**config.mk**
```make
export PLATFORM = sky130hd
export DESIGN_NAME = apb_upsizer
export DESIGN_NICKNAME = d
export VERILOG_FILES = /design/src/rtl/apb_upsizer.sv
export SDC_FILE = /design/constraint.sdc
export NUM_CORES = 1
export LEC_CHECK = 0
export BUFFER_PORTS_ARGS = -buffer_cell sky130_fd_sc_hd__buf_2
export CORE_UTILIZATION = 40
export DETAILED_ROUTE_END_ITERATION = 8
export PLACE_DENSITY = 0.65
export RECOVER_POWER = 50
export SKIP_LAST_GASP = 1
export SLEW_MARGIN = 40
export SYNTH_ARGS = -nofsm -noshare
export SYNTH_HDL_FRONTEND = slang
export SYNTH_SLANG_ARGS = --single-unit
```
**constraint.sdc**
```tcl
create_clock -name PCLK -period 4.5 [get_ports PCLK]
set_input_delay 0.9 -clock PCLK [delete_from_list [all_inputs] [get_ports PCLK]]
set_output_delay 0.9 -clock PCLK [all_outputs]
set_load 0.05 [all_outputs]
```
**src/rtl/apb_upsizer.sv**
```systemverilog
// apb_upsizer: bridges a 16-bit APB initiator onto a 32-bit APB4 completer.
// Half-word writes are paired through a one-entry buffer; word reads cache the upper half.
module apb_upsizer #(
    parameter int ADDR_W = 8
) (
    input  logic              PCLK,
    input  logic              PRESET,
    input  logic              PSELs,
    input  logic              PENABLEs,
    input  logic              PWRITEs,
    input  logic [ADDR_W-1:0] PADDRs,
    input  logic [15:0]       PWDATAs,
    output logic [15:0]       PRDATAs,
    output logic              PREADYs,
    output logic              PSELm,
    output logic              PENABLEm,
    output logic              PWRITEm,
    output logic [ADDR_W-1:0] PADDRm,
    output logic [31:0]       PWDATAm,
    output logic [3:0]        PSTRBm,
    input  logic [31:0]       PRDATAm,
    input  logic              PREADYm
);
    localparam int WW = ADDR_W - 2;

    typedef enum logic [2:0] {
        IDLE, FL_SETUP, FL_ACCESS, XF_SETUP, XF_ACCESS
    } state_t;

    typedef struct packed {
        logic          wr;
        logic          hi;
        logic [WW-1:0] word;
        logic [31:0]   data;
        logic [3:0]    strb;
    } mreq_t;

    state_t        state_q, state_d;
    logic          wbuf_vld_q, wbuf_vld_d;
    logic [WW-1:0] wbuf_word_q, wbuf_word_d;
    logic [15:0]   wbuf_data_q, wbuf_data_d;
    logic          rbuf_vld_q, rbuf_vld_d;
    logic [WW-1:0] rbuf_word_q, rbuf_word_d;
    logic [15:0]   rbuf_data_q, rbuf_data_d;
    logic          psel_q, psel_d;
    logic          penable_q, penable_d;
    mreq_t         m_q, m_d;

    logic          req, hi, same_w, rd_hit, preadys;
    logic [WW-1:0] word;
    logic [15:0]   prdata;
    logic          unused_addr0;

    assign unused_addr0 = PADDRs[0];
    assign req    = PSELs & PENABLEs;
    assign word   = PADDRs[ADDR_W-1:2];
    assign hi     = PADDRs[1];
    assign same_w = wbuf_vld_q && (wbuf_word_q == word);
    assign rd_hit = hi && rbuf_vld_q && (rbuf_word_q == word);

    function automatic mreq_t mk(logic wr, logic h, logic [WW-1:0] w,
                                 logic [31:0] d, logic [3:0] s);
        mreq_t r;
        r.wr   = wr;
        r.hi   = h;
        r.word = w;
        r.data = d;
        r.strb = s;
        return r;
    endfunction

    always_comb begin
        state_d     = state_q;
        wbuf_vld_d  = wbuf_vld_q;
        wbuf_word_d = wbuf_word_q;
        wbuf_data_d = wbuf_data_q;
        rbuf_vld_d  = rbuf_vld_q;
        rbuf_word_d = rbuf_word_q;
        rbuf_data_d = rbuf_data_q;
        psel_d      = psel_q;
        penable_d   = penable_q;
        m_d         = m_q;
        preadys     = 1'b0;
        prdata      = 16'h0;
        case (state_q)
            IDLE: begin
                if (req && PWRITEs) begin
                    rbuf_vld_d = 1'b0;
                    if (!hi && !wbuf_vld_q) begin
                        wbuf_vld_d  = 1'b1;
                        wbuf_word_d = word;
                        wbuf_data_d = PWDATAs;
                        preadys     = 1'b1;
                    end else if (hi && same_w) begin
                        m_d = mk(1'b1, 1'b1, word,
                                 {PWDATAs, wbuf_data_q}, 4'b1111);
                        wbuf_vld_d = 1'b0;
                        state_d    = XF_SETUP;
                        psel_d     = 1'b1;
                    end else if (wbuf_vld_q) begin
                        m_d = mk(1'b1, 1'b0, wbuf_word_q,
                                 {16'h0, wbuf_data_q}, 4'b0011);
                        state_d = FL_SETUP;
                        psel_d  = 1'b1;
                    end else begin
                        m_d = mk(1'b1, 1'b1, word,
                                 {PWDATAs, 16'h0}, 4'b1100);
                        state_d = XF_SETUP;
                        psel_d  = 1'b1;
                    end
                end else if (req) begin
                    if (wbuf_vld_q) begin
                        m_d = mk(1'b1, 1'b0, wbuf_word_q,
                                 {16'h0, wbuf_data_q}, 4'b0011);
                        state_d = FL_SETUP;
                        psel_d  = 1'b1;
                    end else if (rd_hit) begin
                        prdata     = rbuf_data_q;
                        preadys    = 1'b1;
                        rbuf_vld_d = 1'b0;
                    end else begin
                        m_d     = mk(1'b0, hi, word, 32'h0, 4'b0000);
                        state_d = XF_SETUP;
                        psel_d  = 1'b1;
                    end
                end
            end
            FL_SETUP: begin
                state_d   = FL_ACCESS;
                penable_d = 1'b1;
            end
            FL_ACCESS: begin
                if (PREADYm) begin
                    wbuf_vld_d = 1'b0;
                    penable_d  = 1'b0;
                    // Lower writes and read hits re-decode from IDLE.
                    if (req && PWRITEs && hi) begin
                        m_d = mk(1'b1, 1'b1, word,
                                 {PWDATAs, 16'h0}, 4'b1100);
                        state_d = XF_SETUP;
                    end else if (req && !PWRITEs && !rd_hit) begin
                        m_d     = mk(1'b0, hi, word, 32'h0, 4'b0000);
                        state_d = XF_SETUP;
                    end else begin
                        m_d     = '0;
                        psel_d  = 1'b0;
                        state_d = IDLE;
                    end
                end
            end
            XF_SETUP: begin
                state_d   = XF_ACCESS;
                penable_d = 1'b1;
            end
            XF_ACCESS: begin
                if (PREADYm) begin
                    preadys = req;
                    if (!m_q.wr) begin
                        prdata = m_q.hi ? PRDATAm[31:16] : PRDATAm[15:0];
                        rbuf_vld_d = !m_q.hi;
                        if (!m_q.hi) begin
                            rbuf_word_d = m_q.word;
                            rbuf_data_d = PRDATAm[31:16];
                        end
                    end
                    m_d       = '0;
                    psel_d    = 1'b0;
                    penable_d = 1'b0;
                    state_d   = IDLE;
                end
            end
            default: state_d = IDLE;
        endcase
    end

    always_ff @(posedge PCLK or posedge PRESET) begin
        if (PRESET) begin
            state_q     <= IDLE;
            wbuf_vld_q  <= 1'b0;
            wbuf_word_q <= '0;
            wbuf_data_q <= 16'h0;
            rbuf_vld_q  <= 1'b0;
            rbuf_word_q <= '0;
            rbuf_data_q <= 16'h0;
            psel_q      <= 1'b0;
            penable_q   <= 1'b0;
            m_q         <= '0;
        end else begin
            state_q     <= state_d;
            wbuf_vld_q  <= wbuf_vld_d;
            wbuf_word_q <= wbuf_word_d;
            wbuf_data_q <= wbuf_data_d;
            rbuf_vld_q  <= rbuf_vld_d;
            rbuf_word_q <= rbuf_word_d;
            rbuf_data_q <= rbuf_data_d;
            psel_q      <= psel_d;
            penable_q   <= penable_d;
            m_q         <= m_d;
        end
    end

    assign PREADYs  = preadys & ~PRESET;
    assign PRDATAs  = PREADYs ? prdata : 16'h0;
    assign PSELm    = psel_q;
    assign PENABLEm = penable_q;
    assign PWRITEm  = m_q.wr;
    assign PADDRm   = {m_q.word, 2'b00};
    assign PWDATAm  = m_q.data;
    assign PSTRBm   = m_q.strb;

endmodule
```
# [Yosys cells after proc, flatten, opt, wreduce, memory -nomap -nowiden]
# Cells that the tools add are included.
[classes] eq_ne=19 n_reduce_logical=29 muxes=62 n_bitwise=5
[ops] cell="$mux W44" count=8
[ops] cell="$pmux W44 S3" count=1
[ops] cell="$mux W43" count=3
[ops] cell="$mux W16" count=8
[ops] cell="$pmux W16 S2" count=1
[ops] cell="$mux W1" count=24
[ops] cell="$mux W3" count=7
[ops] cell="$ne A3 B3 Y1 const B" count=5
[ops] cell="$pmux W3 S5" count=1
[ops] cell="$eq A6 B6 Y1" count=2
[ops] cell="$ne A2 B2 Y1 const B" count=6
[ops] cell="$reduce_and A6 Y1" count=2
[ops] cell="$logic_and A1 B1 Y1" count=9
[ops] cell="$mux W2" count=4
[ops] cell="$pmux W1 S2" count=4
[ops] cell="$reduce_and A4 Y1" count=2
[ops] cell="$reduce_and A8 Y1" count=1
[ops] cell="$eq A3 B2 Y1 const B" count=2
[ops] cell="$reduce_bool A2 Y1" count=3
[ops] cell="$logic_not A1 Y1" count=5
[ops] cell="$reduce_and A5 Y1" count=1
[ops] cell="$ne A4 B4 Y1 const B" count=1
[ops] cell="$reduce_or A2 Y1" count=2
[ops] cell="$eq A3 B1 Y1 const B" count=1
[ops] cell="other kinds (9)" count=12
[totals] register_bits=95 elab_cells=129

# [Depth between registers and ports, before layout]
[depth] ltp_word=9 depth_mapped=8 mapped_depth_nobuf=5

# [Worst setup path before layout]
# OpenSTA, ideal clock, no wires.
[synth_path] path_type="input to output" start="input port PRESET" end="output port PRDATAs[10]" stages=4 required_time_ns=3.600 slack_ns=-0.734 arrival_ns=4.334 n_path_buf=1 path_cell_list="inv_1 > o211ai_2 > buf_2 > nor2_1"
[synth_between] elab_chain_cells=3
[synth_rtl] element="from (decl)" line="7" text="input logic PRESET,"
[synth_rtl] element="$not A1 Y1" line="202" text="assign PREADYs = preadys & ~PRESET;"
[synth_rtl] element="$and A1 B1 Y1" line="202"
[synth_rtl] element="$mux W16" line="203" text="assign PRDATAs = PREADYs ? prdata : 16'h0;"
[synth_rtl] element="to (decl)" line="13" text="output logic [15:0] PRDATAs,"
# No other way between the ends.

# [Final worst setup path]
[layout_path] start="input port PADDRs[6]" end="output port PRDATAs[8]"
[layout_between] elab_chain_cells=9
[layout_rtl] element="from (decl)" line="11" text="input logic [ADDR_W-1:0] PADDRs,"
[layout_rtl] element="$eq A6 B6 Y1 (*)" line="59" text="assign rd_hit = hi && rbuf_vld_q && (rbuf_word_q == word);"
[layout_rtl] element="$logic_and A1 B1 Y1 (*)" line="59"
[layout_rtl] element="$mux W1" line="117" text="end else if (rd_hit) begin"
[layout_rtl] element="$mux W1" line="112" text="if (wbuf_vld_q) begin"
[layout_rtl] element="$mux W1" line="111" text="end else if (req) begin"
[layout_rtl] element="$mux W1" line="87" text="if (req && PWRITEs) begin"
[layout_rtl] element="$pmux W1 S2" line="85" text="case (state_q)"
[layout_rtl] element="$and A1 B1 Y1" line="202"
[layout_rtl] element="$mux W16 (*)" line="203"
# Every way passes the cells marked *; elsewhere a longest branch is shown, timed or not.

==> run_results.csv <==
group,metric,value,unit
status,status,"finished with violations",
status,violations,"DRC, capacitance limit, slew limit",
layout,fin_nets,620,
grt,grt.met2_usage,30.7,%
grt,overflow,0,
synth,yosysTopAreaCellShare,47.8,%
grt,grt_pass1_wl,18600,um
routing,finalWirelength,11300,um
worst_hold_path,hold_path_class,"reg2reg",
timing,whs,0.475,ns
power_and_ir_drop,power.total,0.00347,W
timing,finalMaxSlewViolations,34,
timing,setup_viol_count_final,0,
timing,fin_crit_sh,82.1,%
power_and_ir_drop,p_seq_share,40.7,%
clock_network,postCtsSetupRepairBufs,0,
synth,synth-async-reset-ratio,100,%
floorplan,core_region_area,0.0116,mm2
clock_network,cts_buffers,9,
synth,ys_ff_latch,93,
timing,hold_violations,0,
power_and_ir_drop,p_leak,2.62,nW
routing,routedWlPerCell,16.0,um
grt,first_global_vias,3728,
layout,fill_cells,1154,
synth,ys.flop_type,"dfrtp_1",
worst_setup_path,critical_path_required,3.60,ns
run,max_cap_violations,1,
worst_setup_path,crit_type,"in2out",
worst_setup_path,arrival,2.79,ns
floorplan,die-area,0.0126,mm2
timing,clock_skew,0.00721,ns
power_and_ir_drop,ir_drop,0.000256,V
timing,max-slew-margin-rel,-17.1,%
power_and_ir_drop,clockPowerShare,20.3,%
timing,tns,0,ns
routing,dr.pass1.iters,7,
power_and_ir_drop,power_frac_comb,39.0,%
clock_network,cts-root-buf,"clkbuf_16",
power_and_ir_drop,switching_power,0.00148,W
clock_network,clock_latency,0.34,ns
synth,syn_area,0.00487,mm2
routing,via_per_inst,5.27,
timing,fmax,271,MHz
floorplan,start_util,41.9,%
grt,busiest_layer,"met2",
layout,area_growth,12.9,%
synth,yosys_warnings,0,
grt,met3_usage,3.40,%
routing,drc,2,
clock_network,ctsResizeCount,0,
placed_design,portBuffers,122,
power_and_ir_drop,swShare,42.6,%
clock_network,clock_path_buffers,2,
floorplan,die_y,112,um
clock_network,cts_sinks,93,
floorplan,fp.dieW,112,um
synth,netlist_top_cells_area,"dfrtp_1 (48%), mux2_2 (8.8%), nand2_1 (7.0%), buf_4 (6.9%), o21ai_1 (3.4%)",
worst_setup_path,crit_fanout,17,
layout,antenna_cells,0,
placed_design,place_congestion,0.847,
layout,multi_input_area,0.00203,mm2
clock_network,cts.clk_slew.worst_paths,0.06,ns
power_and_ir_drop,power_density,632,mW/mm2
worst_setup_path,end_kind,"output pin",
timing,worst_pin_slew,1.76,ns
placed_design,place_hpwl,7860,um
grt,use_met1,24.4,%
synth,syn_avg_cell_area,9.95,um2
grt,antenna_found_initial,0,
synth,yosysSeqAreaShare,47.8,%
routing,drt-initial-drc-count,230,
floorplan,rows,39,
timing,period_minus_slack,3.69,ns
routing,via_count,3723,
grt,gr-usage-all-layers,18.6,%
layout,drive_gt1_share,29.7,%
layout,ff_latch_area,0.00233,mm2
timing,rsz0062_at_grt,"false",
synth,syn_inst,489,
synth,synth.largest_area_cell,"dfrtp_1",
clock_network,cts_tree,"done",
synth,synth_edf_count,0,
worst_setup_path,startpoint_type,"primary input",
floorplan,io_pins,126,
grt,grt_max_degree,62,
clock_network,hold_buffers,0,
routing,ant_nets,0,
synth,ys_types,50,
power_and_ir_drop,p_int,0.00199,W
clock_network,h-tree-depth,3,
## cells in the mapped netlist (all sizes together), types with 2 or more instances
cell type	instances
dfrtp	93
nand2	92
buf	63
o21ai	42
mux2	39
nor2	25
a22o	16
a22oi	16
xor2	12
clkbuf	11
nand3	9
nand4	8
o211ai	8
inv	7
a21oi	5
nor4	5
a211o	4
o31ai	4
a21o	3
a31oi	2
and4	2
nor2b	2
o2bb2ai	2
## worst max-delay path, stage by stage
cell and delay, ns:
buf_2 0.13, xor2_1 0.15, nor4_2 0.49, and4b_1 0.31
o211ai_2 0.32, nor2_1 0.21, buf_2 0.28
## state kept, by name, indices dropped and copies added, names as in the netlist
register / cells
PADDRm: 6
PENABLEm: 1
PSELm: 1
PSTRBm: 2
PWDATAm: 32
PWRITEm: 1
m_q: 1
rbuf_data_q: 16
rbuf_vld_q: 1
rbuf_word_q: 6
state_q: 3
wbuf_data_q: 16
wbuf_vld_q: 1
wbuf_word_q: 6
## area by class of cell
cell class                 count  area share, %
timing repair buffer         131           11.8
sequential                    93           42.4
inverter                       7          0.501
clock buffer                  11           4.42
multi-input combinational    316           37.0
clock inverter                 5          0.615
tap                          143           3.26
## metrics by stage
stage               cell area [um2]  std cells  utilization (%)  setup slack, ns
floorplan                      4870        490                -            0.427
global placement               5230        689             45.1            0.846
detailed placement             5240        689             45.1            0.828
CTS                            5520        705             47.5            0.813
global route                   5490        706             47.3            0.651
finish                         5490        706             47.3            0.806
## power by group through the flow
stage	clock, W	sequential [W]	combinational [W]
2_1_floorplan	0	0.00136	0.00123
3_3_place_gp	0	0.00141	0.00135
3_5_place_dp	0	0.00143	0.00138
4_1_cts	0.000722	0.00141	0.00138
5_1_grt	0.000759	0.00146	0.00147
6_report	0.000703	0.00141	0.00135
## metal layers
metal	wire, um	up-vias
met1	5040	1836
met2	5640	76
met4	163	0
li1	-	1799
met5	0	-
met3	426	12
## cells in the final DEF (no fill, tap or decap), types with 2 or more instances in the layout
master	instances
clkinv_2	2
a31oi_1	2
mux2_2	38
nor2_1	25
clkbuf_16	9
clkbuf_1	32
nor4_2	4
a21oi_1	5
a22o_1	16
a21o_1	3
o21ai_0	9
conb_1	2
clkinvlp_4	2
o21ai_1	33
nand4_1	8
o2bb2ai_1	2
nand3_1	9
a211o_1	4
a22oi_1	16
dfrtp_1	92
o31ai_1	4
buf_4	6
xor2_1	12
o211ai_1	7
inv_1	6
buf_2	93
nand2_1	91
## final timing paths
check	start	end	slack (ns)	cells after the start
worst max-delay path	PADDRs[6]	PRDATAs[8]	0.81	7
worst min-delay path	wbuf_data_q[3]$_DFFE_PP0P_	wbuf_data_q[3]$_DFFE_PP0P_	0.48	2
worst max register to register	state_q[0]$_DFFE_PP0P_	PSTRBm[1]$_DFFE_PP0P_	1.49	7
worst min register to register	wbuf_data_q[3]$_DFFE_PP0P_	wbuf_data_q[3]$_DFFE_PP0P_	0.48	2
max in group asynchronous	PRESET	wbuf_word_q[0]$_DFFE_PP0P_	1.21	5
min in group asynchronous	PRESET	PWRITEm$_DFFE_PP0P_	1.27	3
## logic make-up after synthesis
| family | count (synthesis) | synth area share (%) |
|---|---|---|
| simple gates | 151 | 14.3 |
| compound gates | 111 | 15.8 |
| flops | 93 | 47.8 |
| buf+inv | 81 | 10.6 |
| mux | 39 | 9.03 |
| xor+xnor | 13 | 2.34 |
| other cells | 1 | 0.0771 |
No activity file was read; power rests on OpenSTA's default activity.
